$ cat config.mk
export PLATFORM = sky130hd
export DESIGN_NAME = hazard_detection_unit
export DESIGN_NICKNAME = d
export VERILOG_FILES = /design/src/rtl/hazard_detection_unit.sv
export SDC_FILE = /design/constraint.sdc
export NUM_CORES = 1
export LEC_CHECK = 0
export CAP_MARGIN = 30
export CORE_MARGIN = 3
export CORE_UTILIZATION = 52
export CTS_BUF_LIST = sky130_fd_sc_hd__clkbuf_16
export CTS_CLUSTER_SIZE = 20
export DETAILED_ROUTE_END_ITERATION = 8
export PLACE_DENSITY = 0.95
export SYNTH_ARGS = -nofsm -noshare
export SYNTH_HDL_FRONTEND = slang
export SYNTH_SLANG_ARGS = --single-unit
$ cat constraint.sdc
create_clock -name clk -period 7.3 [get_ports clk]
set_input_delay 1.46 -clock clk [delete_from_list [all_inputs] [get_ports clk]]
set_output_delay 1.46 -clock clk [all_outputs]
set_load 0.01 [all_outputs]
$ cat src/rtl/hazard_detection_unit.sv
// rtl/hazard_detection_unit.sv - decode-stage load-use and branch-operand hazard controller
// Also drives the IF/ID flush and keeps the stall/flush event counters.
module hazard_detection_unit #(
  parameter int CNT_WIDTH = 32
) (
  input  logic                 clk,
  input  logic                 reset,
  input  logic                 ID_EX_MemRead,
  input  logic                 ID_EX_RegWrite,
  input  logic [4:0]           ID_EX_RegisterDst,
  input  logic                 EX_MEM_MemRead,
  input  logic [4:0]           EX_MEM_RegisterRd,
  input  logic [4:0]           IF_ID_RegisterRs,
  input  logic [4:0]           IF_ID_RegisterRt,
  input  logic                 beq,
  input  logic                 bne,
  input  logic                 jump,
  input  logic                 branch_taken,
  output logic                 PCWrite,
  output logic                 IF_ID_Write,
  output logic                 ID_EX_Bubble,
  output logic                 IF_ID_Flush,
  output logic [CNT_WIDTH-1:0] stall_count,
  output logic [CNT_WIDTH-1:0] flush_count
);

  typedef enum logic {RUN, HOLD1} state_t;

  state_t state;
  logic   br;
  logic   match_ex;
  logic   match_mem;
  logic   h_lu;
  logic   h_ba;
  logic   h_bl2;
  logic   h_bl1;
  logic   stall_core;
  logic   stall;
  logic   flush;

  localparam logic [CNT_WIDTH-1:0] CNT_ONE = {{(CNT_WIDTH-1){1'b0}}, 1'b1};

  // Register $0 is hardwired, so a producer targeting it never blocks the ID stage.
  function automatic logic reg_match(input logic [4:0] r, input logic [4:0] rs,
                                     input logic [4:0] rt);
    return (r != 5'd0) && ((r == rs) || (r == rt));
  endfunction

  always_comb begin
    br        = beq | bne;
    match_ex  = reg_match(ID_EX_RegisterDst, IF_ID_RegisterRs, IF_ID_RegisterRt);
    match_mem = reg_match(EX_MEM_RegisterRd, IF_ID_RegisterRs, IF_ID_RegisterRt);
    h_lu      = ID_EX_MemRead && match_ex && !br;
    h_ba      = br && ID_EX_RegWrite && !ID_EX_MemRead && match_ex;
    h_bl2     = br && ID_EX_MemRead && match_ex;
    h_bl1     = br && EX_MEM_MemRead && match_mem;
    stall_core = (state == HOLD1) || h_lu || h_ba || h_bl2 || h_bl1;
    // Reset masks everything so the pipeline free-runs while it is held.
    stall     = !reset && stall_core;
    flush     = !reset && !stall_core && ((br && branch_taken) || jump);
  end

  assign PCWrite      = !stall;
  assign IF_ID_Write  = !stall;
  assign ID_EX_Bubble = stall;
  assign IF_ID_Flush  = flush;

  always_ff @(posedge clk) begin
    if (reset) begin
      state       <= RUN;
      stall_count <= '0;
      flush_count <= '0;
    end else begin
      // HOLD1 supplies the second stall cycle of a branch waiting on a load in EX.
      state <= (state == RUN && h_bl2) ? HOLD1 : RUN;
      if (stall) stall_count <= stall_count + CNT_ONE;
      if (flush) flush_count <= flush_count + CNT_ONE;
    end
  end

endmodule

==> run metrics, run 1 <==
data arrival time of the worst path 4.59 ns; total track usage 0.269; crit path kind input port to output port; Placed Cells 586; DRT iter0 DRCs between 200 and 300; worst rel slew slack 0.342; Combinational Power Share 0.086; Unique masters post-synth 40; crit-path max cell delay 0.89 ns; vias 3,899; flops & latches, synth 65; Worst-Margin Slew 0.986 ns; Mapped Area 3560 µm²; critical-path cell list clkdlybuf4s50_1, xnor2_1, nand3_1, o32ai_2, a22o_2, o21ai_0, inv_1, clkdlybuf4s50_1; grt met1 use 0.371; final setup margin 1.25 ns; crit path max-delay cell type a22o_2; Buf/Inv on CP 3; largest net degree at the start of global routing 65; routed vias/inst 6.47; min Tclk post-route just over 6 ns; critical path's top delay family compound AO/OA/AOI/OAI gates; hold buffer count at CTS 0; DR DRC count 0; die area 7870 µm²; Final Max Slew Viols 0; Final Setup Violations 0; synth cell count leaders 65 x dfxtp_1, 54 x a21oi_1, 34 x nand2_1; leakage 1.46 nW; top_reg_cell synth dfxtp_1; CTS tree done; ANT nets after route 0; Final Hold Viols 0; synthesized area per cell 8.10 µm²; Num CTS Buffers 9; GR peak layer met2; synth top area cells dfxtp_1 37%, a21oi_1 7.6%, o31ai_1 6.5%, or4_1 6.3%, nand3_1 4.5%; initial antenna violation count 0; synth-to-layout area growth 35.8%; Worst-path clk slew 0.05 ns; Post-CTS Resized 0; Synth warnings 0; worst skew pair latency 0.33 ns; Fillers around 450; fin crit share 0.829; Pint 688 µW; final instance area just under 5000 µm²; Worst Path Required 5.84 ns; Critical Path Start Type input port; GPL Wtd Cong around 0.9; Clk Tree Root Cell clkbuf_16; drt wl/cell 17.1 µm; power share of the clock group 0.509; final WL 10,300 µm; Post-CTS Setup Repair Bufs 0; vias in the first global route 3,565; top cell type's share of synthesized area 0.366; clock sink total 65; Post-synth EDFFs 0; placed inst area approximately 4500 µm²; crit-path max FO 64; number of max-cap violations 0; PnR Total Power between 800 and 900 µW; switching pwr 204 µW; Synth Instances 439; num ports 97; net count after synthesis 470; post-synthesis async set-or-reset flop share 0; Hold WS about 0.5 ns; post-synthesis sequential area ratio 0.366; Die Y 88.7 µm; first-pass GRT wire length ~17,000 µm; DR pass1 iterations 5; fin nets approximately 550; ANT cells 0; setup slack at placement about 1.3 ns; core box area 6490 µm²; Post-DP HPWL slightly below 7000 µm; Sw Share 0.229; status finished clean; grt ovf 0; power per cell area 184 nW/µm²; H-tree Lvls 3; met3 usage 0.0410; Yosys top cell by area dfxtp_1; sequential share of power 0.406; cell with the most instances after synthesis dfxtp_1; layout cell share with drive strength beyond 1 0.0494; RSZ-0062 raised after global routing no; Setup Skew 0.00761 ns; Port-buffer cells 96; Max rail drop VDD about 170 µV; FMAX between 0.15 and 0.2 GHz; Post-Layout Cell Count 603; Site Rows 29; Initial Util 0.548; most frequent CP cell clkdlybuf4s50_1; Final Core Density 0.744; setup TNS after final layout 0 ns; Hold/Removal Path Class flip-flop to flip-flop; CTS Buffer Depth 2; met2 usage 0.423; Crit. End Element output port; chip width between 80 and 90 µm
## power by group through the flow
stage          logic [mW]  registers [mW]  clock network [mW]
3_5_place_dp       0.0744           0.369                   0
3_3_place_gp       0.0724           0.369                   0
6_report           0.0764           0.361               0.454
5_1_grt            0.0824           0.362               0.470
4_1_cts            0.0754           0.361               0.456
2_1_floorplan      0.0418           0.369                   0
## area by class of cell
| type | count | area (µm²) | area share |
|---|---|---|---|
| clock buffer | 9 | 225 | 0.0466 |
| clock inverter | 7 | 87.6 | 0.0181 |
| inverter | 10 | 37.5 | 0.00777 |
| multi-input combinational | 335 | 2090 | 0.433 |
| sequential | 65 | 1300 | 0.269 |
| tap | 77 | 96.3 | 0.0199 |
| timing repair buffer | 100 | 993 | 0.206 |
## cells by family after synthesis
kind of cell    count (synthesis)  share of synthesized area
mux                             3                    0.00950
simple gates                  178                      0.283
xor+xnor                       21                     0.0517
compound gates                131                      0.233
fa+ha+maj                       2                    0.00703
buf+inv                        39                     0.0499
flops                          65                      0.366
## worst reg2reg max path, cell delays in order (launching register included)
cell and delay [ns]:
dfxtp_1 0.42, and4_1 0.28, and3_1 0.35, nand2_1 0.34
nor2_1 0.21, or4b_2 0.59, a21oi_1 0.16
## flip-flops by register name, summed over array words and instances, names as in the netlist
register	count
state	1
flush_count	32
stall_count	32
## layer usage
layer / vias up / part of all wire
met5: - / 0
met4: 0 / 0.019
met3: 29 / 0.073
met2: 196 / 0.49
met1: 1805 / 0.42
li1: 1869 / -
## final timing paths
kind / startpoint / to / slack, ns / cells past startpoint
worst max register to register: stall_count[3] / stall_count[31] / 4.88 / 6
worst min-delay path: stall_count[31] / stall_count[31] / 0.49 / 2
worst max-delay path: ID_EX_RegisterDst[1] / ID_EX_Bubble / 1.25 / 8
worst min register to register: stall_count[31] / stall_count[31] / 0.49 / 2
## layout by cell type, fill, tap and decap left out, drive strengths merged, types with 6 or more instances in the layout
cell type and instances:
nor4 6, o21ai 22, nand3 32, nor2 14
inv 12, a21oi 54, clkdlybuf4s50 95, o31ai 31
or3 19, and3 12, xnor2 18, or4 30
dfxtp 65, nand4 11, nor3 6, nand2 34
clkbuf 9
Power figures use the tool's default switching activity.
==> run 2, diff against run 1 <==
--- a/config.mk
+++ b/config.mk
@@ -7,11 +7,11 @@
 export LEC_CHECK = 0
 export CAP_MARGIN = 30
 export CORE_MARGIN = 3
-export CORE_UTILIZATION = 52
+export CORE_UTILIZATION = 44
 export CTS_BUF_LIST = sky130_fd_sc_hd__clkbuf_16
 export CTS_CLUSTER_SIZE = 20
 export DETAILED_ROUTE_END_ITERATION = 8
-export PLACE_DENSITY = 0.95
+export PLACE_DENSITY = 0.88
 export SYNTH_ARGS = -nofsm -noshare
 export SYNTH_HDL_FRONTEND = slang
 export SYNTH_SLANG_ARGS = --single-unit
==> constraint.sdc (replaced) <==
create_clock -name clk -period 5.5 [get_ports clk]
set_input_delay 1.1 -clock clk [delete_from_list [all_inputs] [get_ports clk]]
set_output_delay 1.1 -clock clk [all_outputs]
set_load 0.01 [all_outputs]
==> run 2 against run 1 <==
Clock power rose by 8.4%; cell area fell by 0.16%; highest routed layer unchanged; clock-buffer cell count did not move; first-iteration DRC count fell by 60%; sequential power rose by 33%; register-to-register slack got worse by 1.8 ns.
==> run metrics, run 2 (synthesis results as in run 1) <==
final WL 10,000 µm (-2.4%); power per cell area 223 nW/µm² (+21%); crit-path max cell delay 0.62 ns (-0.27 ns); Crit. End Element output port; FF-to-FF setup slack 3.06 ns (-1.82 ns); Final Hold Viols 0 (unchanged); end point of the critical path PCWrite; most common cell after layout, fill and taps aside clkdlybuf4s50_1; Clk Tree Root Cell clkbuf_16; largest net degree at the start of global routing 63 (-3.1%); first-pass GRT wire length 16,000 µm (-6.4%); Final Setup Violations 0 (unchanged); Worst-path clk slew 0.05 ns (about the same); hold buffer count at CTS 0 (unchanged); Setup Skew 0.00412 ns (-0.00349 ns); Port-buffer cells 96 (unchanged); chip width 95.9 µm (+8.1%); Worst Setup SP EX_MEM_RegisterRd[0]; total track usage 0.219 (-0.0502); Reg2Reg Depth 6 (unchanged); core box area 7770 µm² (+20%); die area 9200 µm² (+17%); clock sink total 65 (unchanged); ANT cells 0 (unchanged); Buf/Inv on CP 2 (-1); Fillers 676 (+52%); fin crit share 0.847; Critical Path Start Type input port; critical-path cell list clkdlybuf4s50_1, or3_1, o311a_1, a22o_2, o21ai_0, clkdlybuf4s50_1; layout cell share with drive strength beyond 1 0.0494 (unchanged); Final Max Slew Viols 0 (unchanged); crit path max-delay cell type clkdlybuf4s50_1; number of max-cap violations 0 (unchanged); synth-to-layout area growth 35.6%; vias in the first global route 3,445 (-3.4%); most frequent cells in the layout 95 x clkdlybuf4s50_1, 65 x dfxtp_1, 54 x a21oi_1; fin nets 553 (+0.18%); most frequent CP cell clkdlybuf4s50_1; CTS tree done; worst rel slew slack 0.313 (-0.0294); hold depth 2 (unchanged); H-tree Lvls 3 (unchanged); Site Rows 32 (+10%); DRT iter0 DRCs 118 (-60%); Die Y 95.9 µm (+8.1%); RR Startpoint stall_count[9]; setup slack at placement 0.842 ns (-0.499 ns); final setup margin 0.843 ns (-0.407 ns); Num CTS Buffers 9 (unchanged); min Tclk post-route around 4.7 ns; num ports 97 (unchanged); ANT nets after route 0 (unchanged); Post-CTS Setup Repair Bufs 0 (unchanged); GPL Wtd Cong 0.893 (+1.8%); DR pass1 iterations 5 (unchanged); Initial Util 0.458 (-0.0897); worst skew pair latency 0.33 ns (about the same); data arrival time of the worst path 3.56 ns (-1.03 ns); Max rail drop VDD 251 µV (+46%); RR Endpoint stall_count[29]; Worst Path Required 4.40 ns (-1.44 ns); critical path's top delay family buffers and inverters; crit-path max FO 3 (-95%); Hold/Removal Path Class flip-flop to flip-flop; setup TNS after final layout 0 ns (unchanged); Post-DP HPWL 7050 µm (+2.2%); status finished clean; RSZ-0062 raised after global routing no; vias 3,771 (-3.3%); Post-CTS Resized 0 (unchanged); CTS Buffer Depth 2 (unchanged); crit path kind input port to output port; FMAX 0.215 GHz; DR DRC count 0 (unchanged); initial antenna violation count 0 (unchanged); routed vias/inst 6.00 (-7.1%); drt wl/cell 16.0 µm (-6.3%); leakage 1.44 nW (-0.89%); grt ovf 0 (unchanged); biggest regs flush_count (32), stall_count (32), state (1); WP depth 6 (-2); Worst-Margin Slew 1.03 ns (+0.0442 ns)
## run 2: changes by cell type in the layout (fill, tap and decap cells not counted)
| cell | before | now |
|---|---|---|
| buf_12 | 0 | 1 |
| clkinv_2 | 0 | 2 |
| clkinv_4 | 1 | 0 |
| bufinv_16 | 2 | 0 |
## run 2: how the worst min path moves through the flow
stage                     from              end
6_report       flush_count[31]  flush_count[31]
5_1_grt         flush_count[9]   flush_count[9]
4_1_cts        flush_count[31]  flush_count[31]
3_5_place_dp   flush_count[31]  flush_count[31]
3_3_place_gp   flush_count[31]  flush_count[31]
2_1_floorplan  flush_count[31]  flush_count[31]
## run 2: worst min-delay path: stages (launching register included)
cell and delay (ns):
dfxtp_1 0.32, o31ai_1 0.07, a21oi_1 0.06
## run 2: per-layer routing
metal / up-vias / GRT usage / wire length (µm)
li1: 1847 / - / -
met1: 1773 / 0.261 / 4090
met2: 130 / 0.362 / 5010
met3: 21 / 0.0821 / 725
met4: 0 / 0.0711 / 214
met5: - / 0 / 0
## run 2: per-stage QoR
stage | hold WS [ns] | instances | total power, mW | area (µm²) | util
global route | 0.520 | 628 | 1.12 | 4820 | 0.621
detailed placement | 0.481 | 612 | 0.593 | 4560 | 0.587
CTS | 0.490 | 627 | 1.08 | 4810 | 0.619
finish | 0.490 | 628 | 1.08 | 4820 | 0.621
global placement | 0.461 | 612 | 0.590 | 4560 | 0.587
floorplan | 0.496 | 439 | 0.545 | 3560 | -
## run 2: cell type report
cell class | instances | area [µm²] | area share
timing repair buffer | 101 | 1010 | 0.210
multi-input combinational | 335 | 2090 | 0.433
clock inverter | 6 | 28.8 | 0.00596
tap | 102 | 128 | 0.0265
sequential | 65 | 1300 | 0.270
clock buffer | 9 | 225 | 0.0467
inverter | 10 | 37.5 | 0.00778
## run 2: power by group
| group | internal, mW | total (mW) | switching [mW] |
|---|---|---|---|
| combinational | 0.0482 | 0.104 | 0.0561 |
| sequential | 0.475 | 0.480 | 0.00534 |
| clock | 0.295 | 0.492 | 0.197 |
==> run 3, diff against run 2 <==
--- a/config.mk
+++ b/config.mk
@@ -7,11 +7,11 @@
 export LEC_CHECK = 0
 export CAP_MARGIN = 30
 export CORE_MARGIN = 3
-export CORE_UTILIZATION = 44
+export CORE_UTILIZATION = 49
 export CTS_BUF_LIST = sky130_fd_sc_hd__clkbuf_16
 export CTS_CLUSTER_SIZE = 20
 export DETAILED_ROUTE_END_ITERATION = 8
-export PLACE_DENSITY = 0.88
+export PLACE_DENSITY = 0.92
 export SYNTH_ARGS = -nofsm -noshare
 export SYNTH_HDL_FRONTEND = slang
 export SYNTH_SLANG_ARGS = --single-unit
==> constraint.sdc (replaced) <==
create_clock -name clk -period 4.8 [get_ports clk]
set_input_delay 0.96 -clock clk [delete_from_list [all_inputs] [get_ports clk]]
set_output_delay 0.96 -clock clk [all_outputs]
set_load 0.01 [all_outputs]
==> run 3 against run 2 <==
Via count increased by 2.3%; first-iteration DRC count increased by 61%; total power increased by 27%; register-to-register slack got worse by 1.3 ns; sequential power grew 15%; cell count shrank 0.32%; non-clock buffer count rose by 3; die area is 9.6% lower; largest cell class unchanged.
==> run metrics, run 3 (synthesis results as in run 1) <==
drt wl/cell 16.1 µm (+1.0%); routed vias/inst 6.16 (+2.6%); data arrival time of the worst path 3.37 ns (-0.19 ns); number of max-cap violations 0 (unchanged); worst skew pair latency 0.33 ns (about the same); fin nets 556 (+0.54%); status finished clean; crit-path max FO 3 (unchanged); Final Setup Violations 0 (unchanged); Fillers 577 (-15%); num ports 97 (unchanged); final setup margin 0.466 ns (-0.377 ns); clock sink total 65 (unchanged); ANT nets after route 0 (unchanged); Post-Layout Cell Count 626 (-0.32%); Initial Util 0.515 (+0.0571); hold buffer count at CTS 0 (unchanged); Clk Tree Root Cell clkbuf_16; synth-to-layout area growth 37.4%; setup slack at placement 0.452 ns (-0.390 ns); Site Rows 30 (-6.3%); final WL 10,100 µm (+0.70%); Num CTS Buffers 9 (unchanged); Crit. End Element output port; CTS tree done; DR DRC count 0 (unchanged); chip width 91.2 µm (-4.9%); FF-to-FF setup slack 1.80 ns (-1.26 ns); Hold/Removal Path Class flip-flop to flip-flop; DR pass1 iterations 5 (unchanged); setup TNS after final layout 0 ns (unchanged); initial antenna violation count 0 (unchanged); most common cell after layout, fill and taps aside clkdlybuf4s50_1; FMAX around 0.23 GHz; largest net degree at the start of global routing 63 (unchanged); H-tree Lvls 3 (unchanged); Placed Cells 610 (-0.33%); Post-CTS Resized 0 (unchanged); Post-DP HPWL 7090 µm (+0.55%); power per cell area 281 nW/µm² (+26%); ANT cells 0 (unchanged); Port-buffer cells 96 (unchanged); Setup Skew 0.00476 ns (+0.000646 ns); DRT iter0 DRCs 190 (+61%); CTS Buffer Depth 2 (unchanged); min Tclk post-route 4.33 ns; vias 3,856 (+2.3%); Hold WS 0.490 ns (-0.000727 ns); first-pass GRT wire length 16,900 µm (+5.9%); grt ovf 0 (unchanged); Worst-Margin Slew 1.01 ns (-0.0230 ns); die area 8320 µm² (-9.6%); Die Y 91.2 µm (-4.9%); worst rel slew slack 0.326 (+0.0133); biggest regs flush_count (32), stall_count (32), state (1); leakage 1.47 nW (+1.9%); Worst-path clk slew 0.05 ns (about the same); vias in the first global route 3,617 (+5.0%); Final Hold Viols 0 (unchanged); Critical Path Start Type input port; RSZ-0062 raised after global routing no; core box area 6910 µm² (-11%); crit path kind input port to output port; Worst Path Required 3.84 ns (-0.56 ns); GPL Wtd Cong 0.871 (-2.5%); most frequent cells in the layout 95 x clkdlybuf4s50_1, 65 x dfxtp_1, 54 x a21oi_1; total track usage 0.244 (+0.0246); Post-CTS Setup Repair Bufs 0 (unchanged); Max rail drop VDD 185 µV (-26%); layout cell share with drive strength beyond 1 0.0623 (+0.0128); Final Max Slew Viols 0 (unchanged); fin crit share 0.903
[run 3: cell types whose count changed in the layout (fill, tap and decap cells not counted)]
cell,previous run,this run
buf_8,1,0
bufinv_16,0,2
buf_12,1,0
clkinv_1,1,0
clkinv_4,0,2
buf_4,3,8
inv_1,12,10
[run 3: stage by stage]
| stage | util | power, mW | area [µm²] |
|---|---|---|---|
| 4_1_cts | 0.707 | 1.38 | 4890 |
| 5_1_grt | 0.707 | 1.42 | 4890 |
| 3_5_place_dp | 0.661 | 0.680 | 4570 |
| 6_report | 0.707 | 1.37 | 4890 |
| 2_1_floorplan | - | 0.625 | 3560 |
| 3_3_place_gp | 0.661 | 0.678 | 4570 |
[run 3: final timing paths]
check | start | to | cells past startpoint
max reg2reg | flush_count[5] | flush_count[28] | 6
min reg2reg | stall_count[31] | stall_count[31] | 2
max | EX_MEM_RegisterRd[1] | PCWrite | 6
min | stall_count[31] | stall_count[31] | 2
[run 3: report_power, final]
part / internal (mW) / switching [mW]
Combinational: 0.0566 / 0.0636
Sequential: 0.543 / 0.00638
Clock: 0.454 / 0.248
[run 3: cell type report]
class | count | area (µm²) | area share
timing repair buffer | 104 | 1020 | 0.208
tap | 96 | 120 | 0.0246
clock buffer | 9 | 225 | 0.0461
clock inverter | 7 | 95.1 | 0.0195
sequential | 65 | 1300 | 0.266
multi-input combinational | 335 | 2090 | 0.428
inverter | 10 | 37.5 | 0.00768
[run 3: worst max-delay path: stages]
cell and delay (ns):
clkdlybuf4s50_1 0.49, or3_1 0.39, o311a_1 0.34, a22o_2 0.26, o21ai_0 0.31, clkdlybuf4s50_1 0.62
[run 3: per-layer routing]
| metal | share of wire | wire length, µm | global-route usage |
|---|---|---|---|
| met1 | 0.40 | 4080 | 0.299 |
| met2 | 0.50 | 5090 | 0.423 |
| met3 | 0.070 | 703 | 0.0398 |
| met4 | 0.023 | 231 | 0.0955 |
| met5 | 0 | 0 | 0 |
